`config.mk`:
```
export PLATFORM = sky130hd
export DESIGN_NAME = snake_engine_flat
export DESIGN_NICKNAME = d
export VERILOG_FILES = /design/src/rtl/snake_engine_if.sv /design/src/rtl/snake_engine.sv /design/src/flat_wrapper.sv
export SDC_FILE = /design/constraint.sdc
export NUM_CORES = 1
export LEC_CHECK = 0
export CAP_MARGIN = 20
export CELL_PAD_IN_SITES_DETAIL_PLACEMENT = 1
export CELL_PAD_IN_SITES_GLOBAL_PLACEMENT = 2
export CORE_AREA = 4 4 238 240
export CTS_CLUSTER_SIZE = 16
export DETAILED_ROUTE_END_ITERATION = 10
export DIE_AREA = 0 0 242 244
export PLACE_DENSITY_LB_ADDON = 0.25
export SLEW_MARGIN = 20
export SYNTH_ARGS = -nofsm -noshare
export SYNTH_HDL_FRONTEND = slang
export SYNTH_SLANG_ARGS = --single-unit
export TNS_END_PERCENT = 30
```
`constraint.sdc`:
```
create_clock -name CLK -period 14.55 [get_ports CLK]
set_input_delay 2.91 -clock CLK [delete_from_list [all_inputs] [get_ports CLK]]
set_output_delay 2.91 -clock CLK [all_outputs]
set_load 0.05 [all_outputs]
```
`src/rtl/snake_engine_if.sv`:
```
// Game-side bus for snake_engine: control/apple/pixel inputs from the navigation,
// apple and VGA blocks, and colour/status outputs back to them.
interface snake_engine_if #(
  parameter int H_BITS   = 7,
  parameter int V_BITS   = 6,
  parameter int LEN_BITS = 5
);
  logic                GAME_TICK;
  logic                START;
  logic [1:0]          NAVIGATION_STATE;
  logic [H_BITS-1:0]   APPLE_H;
  logic [V_BITS-1:0]   APPLE_V;
  logic [9:0]          ADDRH;
  logic [8:0]          ADDRV;
  logic [7:0]          COLOUR;
  logic                REACHED_TARGET;
  logic                GAME_OVER;
  logic [LEN_BITS-1:0] LENGTH;

  modport master (
    output GAME_TICK, START, NAVIGATION_STATE, APPLE_H, APPLE_V, ADDRH, ADDRV,
    input  COLOUR, REACHED_TARGET, GAME_OVER, LENGTH
  );

  modport slave (
    input  GAME_TICK, START, NAVIGATION_STATE, APPLE_H, APPLE_V, ADDRH, ADDRV,
    output COLOUR, REACHED_TARGET, GAME_OVER, LENGTH
  );
endinterface

```
`src/rtl/snake_engine.sv`:
```
// Multi-segment snake game engine: moves/grows the body on GAME_TICK, detects self-collision, renders RGB332.
// Latency: body updates on the tick edge, COLOUR is one cycle behind ADDRH/ADDRV; no backpressure, tick-paced.
module snake_engine #(
  parameter int GRID_H     = 80,
  parameter int GRID_V     = 60,
  parameter int H_BITS     = 7,
  parameter int V_BITS     = 6,
  parameter int CELL_SHIFT = 3,
  parameter int MAX_LEN    = 16,
  parameter int INIT_LEN   = 3,
  parameter int LEN_BITS   = 5
) (
  input logic           CLK,
  input logic           RESET_N,
  snake_engine_if.slave bus
);

  typedef struct packed {
    logic [H_BITS-1:0] h;
    logic [V_BITS-1:0] v;
  } cell_t;

  typedef enum logic [1:0] {IDLE, RUN, DEAD} state_t;

  localparam logic [1:0] DIR_R = 2'b00;
  localparam logic [1:0] DIR_D = 2'b01;
  localparam logic [1:0] DIR_U = 2'b10;
  localparam logic [1:0] DIR_L = 2'b11;

  localparam logic [7:0] COL_HEAD = 8'hFF;
  localparam logic [7:0] COL_BODY = 8'hFC;
  localparam logic [7:0] COL_DEAD = 8'hE0;
  localparam logic [7:0] COL_APPL = 8'h07;
  localparam logic [7:0] COL_BKGD = 8'h40;

  state_t              state;
  logic [1:0]          dir;
  cell_t               seg [MAX_LEN];
  logic [LEN_BITS-1:0] length;
  logic [7:0]          colour;
  logic                reached_target;
  logic                game_over;

  logic [1:0] dir_acc;
  cell_t      head_nxt;
  logic       apple_vld, eat, grow, collide;

  logic [9:0] pix_h;
  logic [8:0] pix_v;
  logic       in_grid, hit_head, hit_body, hit_apple;
  logic [7:0] colour_nxt;

  // Straight row along the top edge, head at the right-hand end.
  function automatic cell_t init_seg(int i);
    cell_t c;
    c.h = (i < INIT_LEN) ? H_BITS'(INIT_LEN - 1 - i) : '0;
    c.v = '0;
    return c;
  endfunction

  always_comb begin
    // Encodings are bitwise complements of their opposites, so a reversal is ~dir.
    dir_acc  = (bus.NAVIGATION_STATE == ~dir) ? dir : bus.NAVIGATION_STATE;
    head_nxt = seg[0];
    case (dir_acc)
      DIR_R:   head_nxt.h = (seg[0].h == H_BITS'(GRID_H - 1)) ? '0 : seg[0].h + H_BITS'(1);
      DIR_L:   head_nxt.h = (seg[0].h == '0) ? H_BITS'(GRID_H - 1) : seg[0].h - H_BITS'(1);
      DIR_D:   head_nxt.v = (seg[0].v == V_BITS'(GRID_V - 1)) ? '0 : seg[0].v + V_BITS'(1);
      default: head_nxt.v = (seg[0].v == '0) ? V_BITS'(GRID_V - 1) : seg[0].v - V_BITS'(1);
    endcase

    apple_vld = (int'(bus.APPLE_H) < GRID_H) && (int'(bus.APPLE_V) < GRID_V);
    eat       = apple_vld && (head_nxt.h == bus.APPLE_H) && (head_nxt.v == bus.APPLE_V);
    grow      = eat && (length < LEN_BITS'(MAX_LEN));

    // Without growth the tail cell is vacated this tick, so it is excluded.
    collide = 1'b0;
    for (int i = 0; i < MAX_LEN; i++) begin
      if ((grow ? (LEN_BITS'(i) < length) : (LEN_BITS'(i + 1) < length)) && (seg[i] == head_nxt))
        collide = 1'b1;
    end
  end

  always_comb begin
    pix_h     = bus.ADDRH >> CELL_SHIFT;
    pix_v     = bus.ADDRV >> CELL_SHIFT;
    in_grid   = (pix_h < 10'(GRID_H)) && (pix_v < 9'(GRID_V));
    hit_head  = (10'(seg[0].h) == pix_h) && (9'(seg[0].v) == pix_v);
    hit_apple = apple_vld && (10'(bus.APPLE_H) == pix_h) && (9'(bus.APPLE_V) == pix_v);
    hit_body  = 1'b0;
    for (int i = 1; i < MAX_LEN; i++) begin
      if ((LEN_BITS'(i) < length) && (10'(seg[i].h) == pix_h) && (9'(seg[i].v) == pix_v))
        hit_body = 1'b1;
    end

    if (!in_grid)       colour_nxt = 8'h00;
    else if (hit_head)  colour_nxt = (state == DEAD) ? COL_DEAD : COL_HEAD;
    else if (hit_body)  colour_nxt = (state == DEAD) ? COL_DEAD : COL_BODY;
    else if (hit_apple) colour_nxt = COL_APPL;
    else                colour_nxt = COL_BKGD;
  end

  always_ff @(posedge CLK or negedge RESET_N) begin
    if (!RESET_N) begin
      state          <= IDLE;
      dir            <= DIR_R;
      length         <= LEN_BITS'(INIT_LEN);
      colour         <= 8'h00;
      reached_target <= 1'b0;
      game_over      <= 1'b0;
      for (int i = 0; i < MAX_LEN; i++) seg[i] <= init_seg(i);
    end else begin
      colour         <= colour_nxt;
      reached_target <= 1'b0;
      case (state)
        IDLE: begin
          if (bus.START) state <= RUN;
        end
        RUN: begin
          if (bus.GAME_TICK) begin
            if (collide) begin
              state     <= DEAD;
              game_over <= 1'b1;
            end else begin
              dir    <= dir_acc;
              seg[0] <= head_nxt;
              for (int i = 1; i < MAX_LEN; i++) seg[i] <= seg[i-1];
              if (grow) length <= length + LEN_BITS'(1);
              reached_target <= eat;
            end
          end
        end
        DEAD: begin
          // Direction is reloaded too, so the fresh snake never starts reversed into itself.
          if (bus.START) begin
            state     <= RUN;
            game_over <= 1'b0;
            dir       <= DIR_R;
            length    <= LEN_BITS'(INIT_LEN);
            for (int i = 0; i < MAX_LEN; i++) seg[i] <= init_seg(i);
          end
        end
        default: state <= IDLE;
      endcase
    end
  end

  assign bus.COLOUR         = colour;
  assign bus.REACHED_TARGET = reached_target;
  assign bus.GAME_OVER      = game_over;
  assign bus.LENGTH         = length;

endmodule
```
`src/flat_wrapper.sv`:
```
// flat-port wrapper written by rule: the top's interface ports become plain ports
module snake_engine_flat 
#(
  parameter int GRID_H     = 80,
  parameter int GRID_V     = 60,
  parameter int H_BITS     = 7,
  parameter int V_BITS     = 6,
  parameter int CELL_SHIFT = 3,
  parameter int MAX_LEN    = 16,
  parameter int INIT_LEN   = 3,
  parameter int LEN_BITS   = 5
)
  (CLK, RESET_N, bus_GAME_TICK, bus_START, bus_NAVIGATION_STATE, bus_APPLE_H, bus_APPLE_V, bus_ADDRH, bus_ADDRV, bus_COLOUR, bus_REACHED_TARGET, bus_GAME_OVER, bus_LENGTH);
  snake_engine_if #(.H_BITS(H_BITS), .V_BITS(V_BITS), .LEN_BITS(LEN_BITS)) bus_i ();
  input logic CLK;
  input logic RESET_N;
  input wire logic [$bits(bus_i.GAME_TICK)-1:0] bus_GAME_TICK;
  input wire logic [$bits(bus_i.START)-1:0] bus_START;
  input wire logic [$bits(bus_i.NAVIGATION_STATE)-1:0] bus_NAVIGATION_STATE;
  input wire logic [$bits(bus_i.APPLE_H)-1:0] bus_APPLE_H;
  input wire logic [$bits(bus_i.APPLE_V)-1:0] bus_APPLE_V;
  input wire logic [$bits(bus_i.ADDRH)-1:0] bus_ADDRH;
  input wire logic [$bits(bus_i.ADDRV)-1:0] bus_ADDRV;
  output wire logic [$bits(bus_i.COLOUR)-1:0] bus_COLOUR;
  output wire logic [$bits(bus_i.REACHED_TARGET)-1:0] bus_REACHED_TARGET;
  output wire logic [$bits(bus_i.GAME_OVER)-1:0] bus_GAME_OVER;
  output wire logic [$bits(bus_i.LENGTH)-1:0] bus_LENGTH;
  assign bus_i.GAME_TICK = bus_GAME_TICK;
  assign bus_i.START = bus_START;
  assign bus_i.NAVIGATION_STATE = bus_NAVIGATION_STATE;
  assign bus_i.APPLE_H = bus_APPLE_H;
  assign bus_i.APPLE_V = bus_APPLE_V;
  assign bus_i.ADDRH = bus_ADDRH;
  assign bus_i.ADDRV = bus_ADDRV;
  assign bus_COLOUR = bus_i.COLOUR;
  assign bus_REACHED_TARGET = bus_i.REACHED_TARGET;
  assign bus_GAME_OVER = bus_i.GAME_OVER;
  assign bus_LENGTH = bus_i.LENGTH;
  snake_engine #(.GRID_H(GRID_H), .GRID_V(GRID_V), .H_BITS(H_BITS), .V_BITS(V_BITS), .CELL_SHIFT(CELL_SHIFT), .MAX_LEN(MAX_LEN), .INIT_LEN(INIT_LEN), .LEN_BITS(LEN_BITS)) u_core (.CLK(CLK), .RESET_N(RESET_N), .bus(bus_i));
endmodule
```
==> results.py <==
metrics = {
    "die": {
        "dieHeight_um": 244,
        "start_util_pct": 30.71,
        "die_area_mm2": 0.05905,
        "coreArea_mm2": 0.05466,
        "placementRows": 86,
        "die_w_um": 242,
        "pin_count": 53,
    },
    "placement": {
        "gp_congestion": 0.9292,
        "dp_hpwl_um": 48940,
        "dp_slack_ps": 4177,
        "port_buffers": 46,
    },
    "finish": {
        "mostFrequentLayoutCell": "dfrtp_1",
        "regArea_mm2": 0.005610,
        "multi_input_area_mm2": 0.01029,
        "drive_gt1_share_pct": 7.223,
        "final_util_pct": 34.33,
        "layout_common_cells": "220 x dfrtp_1, 219 x xnor2_1, 208 x nand3_1, 206 x a21oi_1, 198 x o21ai_0",
        "nNetsFinal": 1991,
        "area.growth.synth_to_final_pct": 11.80,
        "fill_cells": 6405,
    },
    "synthesis": {
        "synth_edf_count": 0,
        "synth_seq_cells": 224,
        "syn_inst": 2009,
        "synth_area_mm2": 0.01679,
        "avgSynthCellArea_um2": 8.356,
        "ys_seq_area_share_pct": 33.42,
        "yosysUniqueCellTypes": 89,
        "synth_nets": 2057,
        "synthArstFlopShare_pct": 100.0,
        "synth_top_flop_cell": "dfrtp_1",
        "synth_top_cell_by_area": "dfrtp_1",
        "synth_top_area_share_pct": 32.79,
        "ys_warn_count": 0,
        "synth_area_leaders": "dfrtp_1 33%, xnor2_1 11%, xor2_1 9.5%, nand3_1 6.2%, a21oi_1 6.1%",
    },
    "cts": {
        "cts_tree": "built",
        "holdBufCountCts": 0,
        "clk_pin_slew_worst_paths_ps": 70,
        "clock_path_buffers": 3,
        "cts_root_buffer": "clkbuf_16",
        "cts.repair.resized": 0,
        "clock_sinks": 224,
        "cts_buffers": 30,
        "post_cts_buffers": 0,
        "h-tree-depth": 1,
        "clk_latency_ps": 590,
    },
    "sta": {
        "worst_slack_ps": 4531,
        "min_period_ps": 10020,
        "skew_ps": 16.61,
        "relSlewSlack_pct": 10.04,
        "fmax_mhz": 99.81,
        "final-max-slew-violation-count": 0,
        "rsz0062_at_grt": "false",
        "final_hold_viol_count": 0,
        "fin_crit_sh_pct": 68.86,
        "setup_violations": 0,
        "max_slew.worst_pin.slew_ps": 1349,
        "setup_tns_ps": 0,
    },
    "route": {
        "via_count": 16130,
        "initialDrtViolationCount": 1330,
        "vias_per_cell": 6.039,
        "dr.pass1.iters": 5,
        "wl_per_cell_um": 29.64,
        "post-route-drc-count": 0,
        "ant_nets": 0,
        "wirelength_um": 79170,
    },
    "critical_path": {
        "crit_arrival_ps": 10470,
        "slowest_delay_ps": 770,
        "critPathMaxFanout": 85,
        "r2r-start": "u_core.dir[1]",
        "crit_path_end_kind": "register",
        "crit_type": "input port to register",
        "crit_path_top_delay_cell": "buf_4",
        "crit_top_cell": "buf_4",
        "critPathLaunch": "bus_NAVIGATION_STATE[1]",
        "crit_path_cell_trace": "clkdlybuf4s50_1 > xnor2_1 > mux2i_1 > inv_1 > ha_1 > buf_4 > clkinv_1 > a21oi_1 > o311ai_4 > buf_4 > xnor2_1 > nand4_1 > and4b_1 > nand2_1 > a221oi_1 > o21ai_1 > nor4_4 > buf_4 > buf_4 > nand2_1 > nor2_1",
        "cp-start-kind": "input port",
        "required_ps": 15010,
    },
    "global_route": {
        "grt-ovfl-total": 0,
        "antenna_found_initial": 0,
        "track_usage_pct": 25.90,
        "grt_pass1_wl_um": 116700,
        "grt_pass1_vias": 16450,
        "grt_max_degree": 182,
    },
    "worst_hold_path": {
        "hp-start": "u_core.bus.GAME_OVER",
        "hold_path.class": "register to register",
    },
    "job": {
        "maxCapViolCount": 0,
    },
    "run_status": {
        "outcome": "complete, no violations",
    },
}
kinds of logic (layout without fill, tap and decap cells):
family	after synthesis	count (layout)	synth area share, %
AOI/OAI and AO/OA	590	590	20.89
and+or+nand+nor	546	546	17.38
xor gates and xnor gates	401	401	20.92
DFF	224	224	33.42
buffers and inverters	222	179	5.575
muxes	16	16	1.066
adders and majority gates	10	10	0.7453
other	0	1	0
final timing paths:
check	endpoint	slack (ps)	depth (start not counted)
min	u_core.bus.GAME_OVER	500	2
max	u_core.bus.REACHED_TARGET	4530	21
min in group asynchronous	u_core.seg[15]	2410	1
min reg2reg	u_core.bus.GAME_OVER	500	2
max in group asynchronous	u_core.seg[108]	10520	2
max reg2reg	u_core.bus.REACHED_TARGET	6890	20
state kept, by name (all words and copies together), names as in the netlist:
register / count
u_core.state: 2
u_core.bus.REACHED_TARGET: 1
u_core.seg: 208
u_core.bus.COLOUR: 5
u_core.bus.GAME_OVER: 1
u_core.dir: 2
u_core.bus.LENGTH: 5
worst max-delay path, delay by kind of cell:
kind / cells / cell delay [ps]
AOI/OAI and AO/OA: 4 / 1200
xor gates and xnor gates: 2 / 360
adders and majority gates: 1 / 300
buffers and inverters: 7 / 3240
muxes: 1 / 410
and+or+nand+nor: 6 / 1870
through the flow:
stage	instance area (um^2)	instances	hold WS, ps
after floorplan	16790	2009	463.1
after global placement	17730	2615	462.9
after detailed placement	17730	2615	482.9
after CTS	18770	2670	497.9
after global routing	18770	2670	540.3
final	18770	2671	496.0
cell usage after synthesis, types with 10 or more instances:
master / number
nand2_1: 58
inv_1: 32
xnor2_1: 219
ha_1: 10
nor2_1: 51
xor2_1: 182
mux2i_1: 10
buf_2: 55
nand3_1: 208
o211ai_1: 27
nor4_1: 60
a21oi_1: 206
buf_1: 10
a211oi_1: 11
o21ai_0: 198
dfrtp_1: 220
nand4_1: 70
o21ai_1: 35
clkbuf_1: 116
nor3_1: 27
area by class of cell:
type	count	area share (%)
timing repair buffer	91	4.413
clock inverter	11	0.8600
multi-input combinational	1563	54.81
clock buffer	44	4.660
sequential	224	29.89
tap	704	4.693
inverter	33	0.6600
antenna	1	0.01333
metal layers:
layer | share of wire, % | wire length [um] | GRT usage [%]
met1 | 46 | 36280 | 36.28
met2 | 45 | 35560 | 41.07
met3 | 5.7 | 4546 | 4.243
met4 | 3.5 | 2781 | 8.161
met5 | 0 | 0 | 0
Power is not shown: default switching activity piles up to over one toggle a cycle in this logic, so the estimate is an artifact.
